<file path="config.mk">
export PLATFORM = sky130hd
export DESIGN_NAME = vector_floating_point_minmax_reduction_unit_flat
export DESIGN_NICKNAME = d
export VERILOG_FILES = /design/src/rtl/vector_floating_point_minmax_reduction_unit_if.sv /design/src/rtl/vector_floating_point_minmax_reduction_unit.sv /design/src/flat_wrapper.sv
export SDC_FILE = /design/constraint.sdc
export NUM_CORES = 1
export LEC_CHECK = 0
export CAP_MARGIN = 25
export CORE_UTILIZATION = 50
export CTS_BUF_LIST = sky130_fd_sc_hd__clkbuf_16
export DETAILED_ROUTE_END_ITERATION = 6
export GPL_ROUTABILITY_DRIVEN = 0
export GPL_TIMING_DRIVEN = 0
export PLACE_DENSITY = 0.86
export SLEW_MARGIN = 10
export SYNTH_ARGS = -nofsm -noshare
export SYNTH_HDL_FRONTEND = slang
export SYNTH_SLANG_ARGS = --single-unit
</file>
<file path="constraint.sdc">
create_clock -name clock -period 6.37 [get_ports clock]
set_clock_uncertainty 0.15 [all_clocks]
set_input_delay 1.274 -clock clock [delete_from_list [all_inputs] [get_ports clock]]
set_output_delay 1.274 -clock clock [all_outputs]
set_load 0.05 [all_outputs]
</file>
<file path="src/rtl/vector_floating_point_minmax_reduction_unit_if.sv">
// Handshake bundle for the FP min/max reduction unit: command capture, operand beat stream and scalar result.
// The master side drives start/operands/result_ready; the slave side is the reduction unit.
interface vector_floating_point_minmax_reduction_unit_if #(
  parameter int LENGTH_WIDTH = 8
);
  logic                    start;
  logic                    maximum_mode;
  logic                    bit_mode;
  logic [LENGTH_WIDTH-1:0] beat_count;
  logic [63:0]             seed;
  logic                    operand_valid;
  logic                    operand_ready;
  logic [63:0]             operand;
  logic                    result_valid;
  logic                    result_ready;
  logic [63:0]             result;
  logic                    busy;

  modport master (
    output start, maximum_mode, bit_mode, beat_count, seed,
    output operand_valid, operand, result_ready,
    input  operand_ready, result_valid, result, busy
  );

  modport slave (
    input  start, maximum_mode, bit_mode, beat_count, seed,
    input  operand_valid, operand, result_ready,
    output operand_ready, result_valid, result, busy
  );
endinterface

</file>
<file path="src/rtl/vector_floating_point_minmax_reduction_unit.sv">
// Folds a stream of 64-bit beats (one double or two floats) into a scalar using RISC-V vfmax/vfmin rules.
// Latency: start + one edge per accepted beat + one COMBINE cycle; operand_valid low stalls, result held until result_ready.
module vector_floating_point_minmax_reduction_unit #(
  parameter int LENGTH_WIDTH = 8
) (
  input  logic clock,
  input  logic reset,
  vector_floating_point_minmax_reduction_unit_if.slave bus
);
  localparam logic [1:0] IDLE       = 2'd0;
  localparam logic [1:0] ACCUMULATE = 2'd1;
  localparam logic [1:0] COMBINE    = 2'd2;
  localparam logic [1:0] DONE       = 2'd3;

  localparam logic [31:0] CNAN32 = 32'h7FC0_0000;
  localparam logic [63:0] CNAN64 = 64'h7FF8_0000_0000_0000;
  localparam logic [LENGTH_WIDTH-1:0] ONE = {{(LENGTH_WIDTH-1){1'b0}}, 1'b1};

  // Mapping sign-magnitude to an unsigned key gives a total order with -0.0 < +0.0.
  function automatic logic [31:0] fp32_op(input logic [31:0] a, input logic [31:0] b, input logic is_max);
    logic a_nan, b_nan, a_lt_b;
    logic [31:0] ka, kb;
    a_nan  = (a[30:23] == 8'hFF) && (a[22:0] != 23'd0);
    b_nan  = (b[30:23] == 8'hFF) && (b[22:0] != 23'd0);
    ka     = a[31] ? ~a : {1'b1, a[30:0]};
    kb     = b[31] ? ~b : {1'b1, b[30:0]};
    a_lt_b = ka < kb;
    if (a_nan && b_nan) return CNAN32;
    else if (a_nan)     return b;
    else if (b_nan)     return a;
    else if (is_max)    return a_lt_b ? b : a;
    else                return a_lt_b ? a : b;
  endfunction

  function automatic logic [63:0] fp64_op(input logic [63:0] a, input logic [63:0] b, input logic is_max);
    logic a_nan, b_nan, a_lt_b;
    logic [63:0] ka, kb;
    a_nan  = (a[62:52] == 11'h7FF) && (a[51:0] != 52'd0);
    b_nan  = (b[62:52] == 11'h7FF) && (b[51:0] != 52'd0);
    ka     = a[63] ? ~a : {1'b1, a[62:0]};
    kb     = b[63] ? ~b : {1'b1, b[62:0]};
    a_lt_b = ka < kb;
    if (a_nan && b_nan) return CNAN64;
    else if (a_nan)     return b;
    else if (b_nan)     return a;
    else if (is_max)    return a_lt_b ? b : a;
    else                return a_lt_b ? a : b;
  endfunction

  logic [1:0]              state_q, state_d;
  logic                    max_q, max_d;
  logic                    dbl_q, dbl_d;
  logic [LENGTH_WIDTH-1:0] len_q, len_d;
  logic [LENGTH_WIDTH-1:0] count_q, count_d;
  logic [63:0]             lane0_q, lane0_d;
  logic [31:0]             lane1_q, lane1_d;
  logic [63:0]             result_q, result_d;

  always_comb begin
    state_d  = state_q;
    max_d    = max_q;
    dbl_d    = dbl_q;
    len_d    = len_q;
    count_d  = count_q;
    lane0_d  = lane0_q;
    lane1_d  = lane1_q;
    result_d = result_q;
    case (state_q)
      IDLE: begin
        if (bus.start) begin
          max_d   = bus.maximum_mode;
          dbl_d   = bus.bit_mode;
          len_d   = bus.beat_count;
          count_d = '0;
          lane0_d = bus.seed;
          lane1_d = CNAN32;
          state_d = (bus.beat_count == '0) ? COMBINE : ACCUMULATE;
        end
      end
      ACCUMULATE: begin
        if (bus.operand_valid) begin
          if (dbl_q) begin
            lane0_d = fp64_op(lane0_q, bus.operand, max_q);
          end else begin
            lane0_d = {lane0_q[63:32], fp32_op(lane0_q[31:0], bus.operand[31:0], max_q)};
            lane1_d = fp32_op(lane1_q, bus.operand[63:32], max_q);
          end
          count_d = count_q + ONE;
          if (count_q == len_q - ONE) state_d = COMBINE;
        end
      end
      COMBINE: begin
        result_d = dbl_q ? lane0_q : {32'hFFFF_FFFF, fp32_op(lane0_q[31:0], lane1_q, max_q)};
        state_d  = DONE;
      end
      DONE: begin
        if (bus.result_ready) state_d = IDLE;
      end
      default: state_d = IDLE;
    endcase
  end

  always_ff @(posedge clock or posedge reset) begin
    if (reset) begin
      state_q  <= IDLE;
      max_q    <= 1'b0;
      dbl_q    <= 1'b0;
      len_q    <= '0;
      count_q  <= '0;
      lane0_q  <= '0;
      lane1_q  <= '0;
      result_q <= '0;
    end else begin
      state_q  <= state_d;
      max_q    <= max_d;
      dbl_q    <= dbl_d;
      len_q    <= len_d;
      count_q  <= count_d;
      lane0_q  <= lane0_d;
      lane1_q  <= lane1_d;
      result_q <= result_d;
    end
  end

  assign bus.operand_ready = (state_q == ACCUMULATE);
  assign bus.result_valid  = (state_q == DONE);
  assign bus.busy          = (state_q != IDLE);
  assign bus.result        = result_q;
endmodule

</file>
<file path="src/flat_wrapper.sv">
// flat-port wrapper written by rule: the top's interface ports become plain ports
module vector_floating_point_minmax_reduction_unit_flat 
#(
  parameter int LENGTH_WIDTH = 8
)
  (clock, reset, bus_start, bus_maximum_mode, bus_bit_mode, bus_beat_count, bus_seed, bus_operand_valid, bus_operand, bus_result_ready, bus_operand_ready, bus_result_valid, bus_result, bus_busy);
  vector_floating_point_minmax_reduction_unit_if #(.LENGTH_WIDTH(LENGTH_WIDTH)) bus_i ();
  input  logic clock;
  input  logic reset;
  input wire logic [$bits(bus_i.start)-1:0] bus_start;
  input wire logic [$bits(bus_i.maximum_mode)-1:0] bus_maximum_mode;
  input wire logic [$bits(bus_i.bit_mode)-1:0] bus_bit_mode;
  input wire logic [$bits(bus_i.beat_count)-1:0] bus_beat_count;
  input wire logic [$bits(bus_i.seed)-1:0] bus_seed;
  input wire logic [$bits(bus_i.operand_valid)-1:0] bus_operand_valid;
  input wire logic [$bits(bus_i.operand)-1:0] bus_operand;
  input wire logic [$bits(bus_i.result_ready)-1:0] bus_result_ready;
  output wire logic [$bits(bus_i.operand_ready)-1:0] bus_operand_ready;
  output wire logic [$bits(bus_i.result_valid)-1:0] bus_result_valid;
  output wire logic [$bits(bus_i.result)-1:0] bus_result;
  output wire logic [$bits(bus_i.busy)-1:0] bus_busy;
  assign bus_i.start = bus_start;
  assign bus_i.maximum_mode = bus_maximum_mode;
  assign bus_i.bit_mode = bus_bit_mode;
  assign bus_i.beat_count = bus_beat_count;
  assign bus_i.seed = bus_seed;
  assign bus_i.operand_valid = bus_operand_valid;
  assign bus_i.operand = bus_operand;
  assign bus_i.result_ready = bus_result_ready;
  assign bus_operand_ready = bus_i.operand_ready;
  assign bus_result_valid = bus_i.result_valid;
  assign bus_result = bus_i.result;
  assign bus_busy = bus_i.busy;
  vector_floating_point_minmax_reduction_unit #(.LENGTH_WIDTH(LENGTH_WIDTH)) u_core (.clock(clock), .reset(reset), .bus(bus_i));
endmodule
</file>
==> impl_metrics.json <==
{
  "outcome": "finished with violations",
  "failed_checks": "setup timing",
  "synth-seq-cells": 180,
  "synth-edff-count": 0,
  "postLayoutCoreUtil_pct": 62.8,
  "slowest_cell_on_crit_path": "nor4_1",
  "cp_cell_sequence": "clkdlybuf4s50_1 -> buf_2 -> clkdlybuf4s15_2 -> xnor2_1 -> ha_1 -> nand2_1 -> nor4_1 -> nand4_1 -> a311o_1 -> a211oi_2 -> o31a_1 -> nor4bb_4 -> buf_2 -> a221o_1",
  "stdcell_area_um2": 17600,
  "switching_power_mw": 5.05,
  "ios": 210,
  "setup.worst_path.end_class": "register",
  "layout.cells.most_common": "clkdlybuf4s50_1",
  "ctsRootBufferMaster": "clkbuf_16",
  "chipWidth_um": 171,
  "starting_density_pct": 51.0,
  "buffer_ports.inserted": 209,
  "total_power_mw": 9.84,
  "area_delta_synth_final_pct": 23.2,
  "grt_pass1_vias": 13800,
  "cts.htree.levels": 4,
  "first_iter_violations": 1702,
  "global_route_wire_length_before_repair_um": 74300,
  "overflow": 0,
  "critical_path_peak_fanout": 10,
  "postSynthNetCount": 1784,
  "floorplan.rows": 61,
  "fmax_mhz": 157,
  "start_kind": "input port",
  "route.final.wire_length_um": 48300,
  "max_cap_viol_count": 0,
  "setup_violations": 3,
  "layout.cells.most_common_list": "clkdlybuf4s50_1 (209), dfrtp_1 (180), ha_1 (164)",
  "timing.setup.critical_path_class": "in2reg",
  "synth_sequential_area_ratio_pct": 31.6,
  "timing_worst_slew_pin_value_ps": 1160,
  "cp_slowest_stage_delay_ps": 730,
  "clk_transition_reported_paths_ps": 80,
  "layout-drive-gt1-share_pct": 5.17,
  "grt_max_degree": 97,
  "power_frac_clock_pct": 11.6,
  "number_of_different_library_cells_in_the_post_synthesis_netlist": 71,
  "worst-endpoint-arrival_ps": 6620,
  "die_h_um": 171,
  "netlist_area_um2": 14200,
  "setup_repair_after_global_routing_missed_its_margin": "false",
  "p_seq_share_pct": 22.9,
  "max_slew_margin_pct": 23.0,
  "cts_buffer_depth": 2,
  "overall_via_count_from_detail_route": 13600,
  "final_max_slew_viol_count": 0,
  "avgSynthCellArea_um2": 9.65,
  "int_pwr_mw": 4.79,
  "switching_power_share_of_the_total_pct": 51.3,
  "clkSinkCount": 180,
  "yosys_warnings": 0,
  "worst_ep_required_time_ps": 6610,
  "cell_repeated_most_along_the_worst_path": "buf_2",
  "drt_drc_violations_left": 0,
  "routed_wire_length_per_instance_um": 23.0,
  "grt.total_usage_pct": 33.4,
  "vdd.ir_drop.worst_v": 0.000323,
  "setup_ws_ps": -11.3,
  "final_period_utilization_pct": 100,
  "number_of_buffers_added_by_the_clock_tree_synthesis_step": 17,
  "antenna_viol_nets_final": 0,
  "core_um2": 27900,
  "min_cycle_time_layout_ps": 6380,
  "diodes": 0,
  "dpl.hpwl_um": 37300,
  "ys.flop_type": "dfrtp_1",
  "post_drt_via_cell_ratio": 6.50,
  "synth_async_sr_flop_share_pct": 100,
  "power.static_leakage_nw": 7.58,
  "p_per_area_nw_per_um2": 561,
  "detail_route.first_pass.iterations": 7,
  "antenna_found_initial": 0,
  "finalHoldViolCount": 0,
  "layout.nets": 2014,
  "clock_insertion_delay_worst_skew_ps": 460,
  "layout.filler_cells": 2246,
  "dpl_cell_area_um2": 16900,
  "tritoncts": "built",
  "die_area_um2": 29200,
  "synthCells": 1477,
  "hold-worst-slack_ps": 352,
  "comb_power_share_pct": 65.6,
  "hold_path.class": "reg2reg"
}
timing repair:
action / CTS / global route
gates resized for setup: 9 / 6
hold buffers: 0 / 0
setup endpoints to repair: 60 / 64
endpoints found under the hold margin: 0 / 0
setup buffers: 0 / 0
flip-flops by register name, summed over array words and instances, names as in the netlist:
name,cells
u_core.bus.result,64
u_core.count_q,8
u_core.dbl_q,1
u_core.lane0_q,64
u_core.lane1_q,32
u_core.len_q,8
u_core.max_q,1
u_core.state_q,2
final timing paths:
| path | start | to | slack, ps | cells after the start |
|---|---|---|---|---|
| setup reg to reg | u_core.lane0_q[63] | u_core.lane0_q[36] | 480 | 13 |
| hold reg to reg | u_core.bus.result[59] | u_core.bus.result[59] | 350 | 1 |
| hold / removal | u_core.bus.result[59] | u_core.bus.result[59] | 350 | 1 |
| min in group asynchronous | reset | u_core.bus.result[34] | 1140 | 2 |
| setup / recovery | bus_operand[63] | u_core.lane0_q[36] | -10 | 14 |
| max in group asynchronous | reset | u_core.len_q[0] | 4020 | 3 |
per-layer routing:
layer | GRT usage, % | share of wire (%) | wire [um] | vias up
met1 | 40.2 | 38 | 18200 | 6573
met5 | 0 | 0 | 0 | -
met2 | 53.1 | 45 | 21800 | 872
li1 | - | - | - | 5937
met4 | 21.7 | 6.8 | 3300 | 0
met3 | 8.30 | 10 | 5000 | 246
critical path, delay by kind of cell:
family / cells / cell delay (ps)
simple gates: 4 / 1720
compound gates: 4 / 1240
xor+xnor: 1 / 120
buf+inv: 4 / 1950
fa+ha+maj: 1 / 310
cells in the mapped netlist, drive strengths merged (2+ instances only):
cell type | count | share of area [%]
a221oi | 3 | 0.18
o31ai | 2 | 0.11
a2111oi | 3 | 0.32
mux2 | 19 | 1.5
xnor2 | 101 | 6.2
nor4b | 2 | 0.17
a21o | 22 | 1.2
a22oi | 8 | 0.42
nand2 | 47 | 1.2
a311oi | 2 | 0.17
nor3 | 40 | 1.4
a22o | 3 | 0.18
nor2 | 68 | 1.8
nand3 | 20 | 0.70
o21a | 2 | 0.11
and4b | 2 | 0.14
a31oi | 4 | 0.18
a32o | 24 | 1.7
mux2i | 17 | 1.2
o2111ai | 2 | 0.12
inv | 67 | 1.8
buf | 39 | 1.5
nor2b | 49 | 2.2
a21oi | 90 | 3.2
o221ai | 5 | 0.31
o22a | 31 | 1.9
o21ai | 45 | 1.6
nand4 | 41 | 1.8
and3 | 5 | 0.22
xor2 | 131 | 8.1
nor4 | 43 | 2.0
and2 | 33 | 1.4
a32oi | 2 | 0.18
dfrtp | 180 | 32
a211o | 3 | 0.18
a221o | 79 | 5.6
ha | 164 | 14
nand2b | 4 | 0.18
clkbuf | 42 | 1.1
o211ai | 6 | 0.32
a211oi | 8 | 0.46
metrics by stage:
| step | cells | TNS (ps) | setup WS, ps |
|---|---|---|---|
| after floorplan | 1477 | 0 | 59.0 |
| after global placement | 2064 | -426490 | -2190 |
| after detailed placement | 2065 | -43090 | -1060 |
| after CTS | 2097 | 0 | 6.06 |
| after global routing | 2098 | 0 | 33.7 |
| final | 2098 | -22.0 | -11.3 |
final cells by class:
class	count	area [um^2]	area share, %
Multi-Input combinational cell	1148	9150	52.1
Sequential cell	180	4500	25.7
Timing Repair Buffer	211	2130	12.1
Tap cell	378	473	2.69
Clock buffer	17	425	2.42
Buffer	81	397	2.26
Inverter	68	263	1.50
Clock inverter	15	215	1.23
kinds of logic after synthesis:
family | share of synthesized area (%)
compound gates | 19.0
xor+xnor | 14.3
fa+ha+maj | 14.4
buf+inv | 4.43
flops | 31.6
mux | 2.70
simple gates | 13.6
power by group through the flow:
stage | sequential, mW | combinational [mW] | clock [mW]
2_1_floorplan | 2.60 | 3.93 | 0
3_3_place_gp | 2.22 | 5.85 | 0
3_5_place_dp | 2.23 | 6.21 | 0
4_1_cts | 2.21 | 6.29 | 1.14
5_1_grt | 2.28 | 6.98 | 1.19
6_report | 2.25 | 6.45 | 1.14
Power figures use the tool's default switching activity.
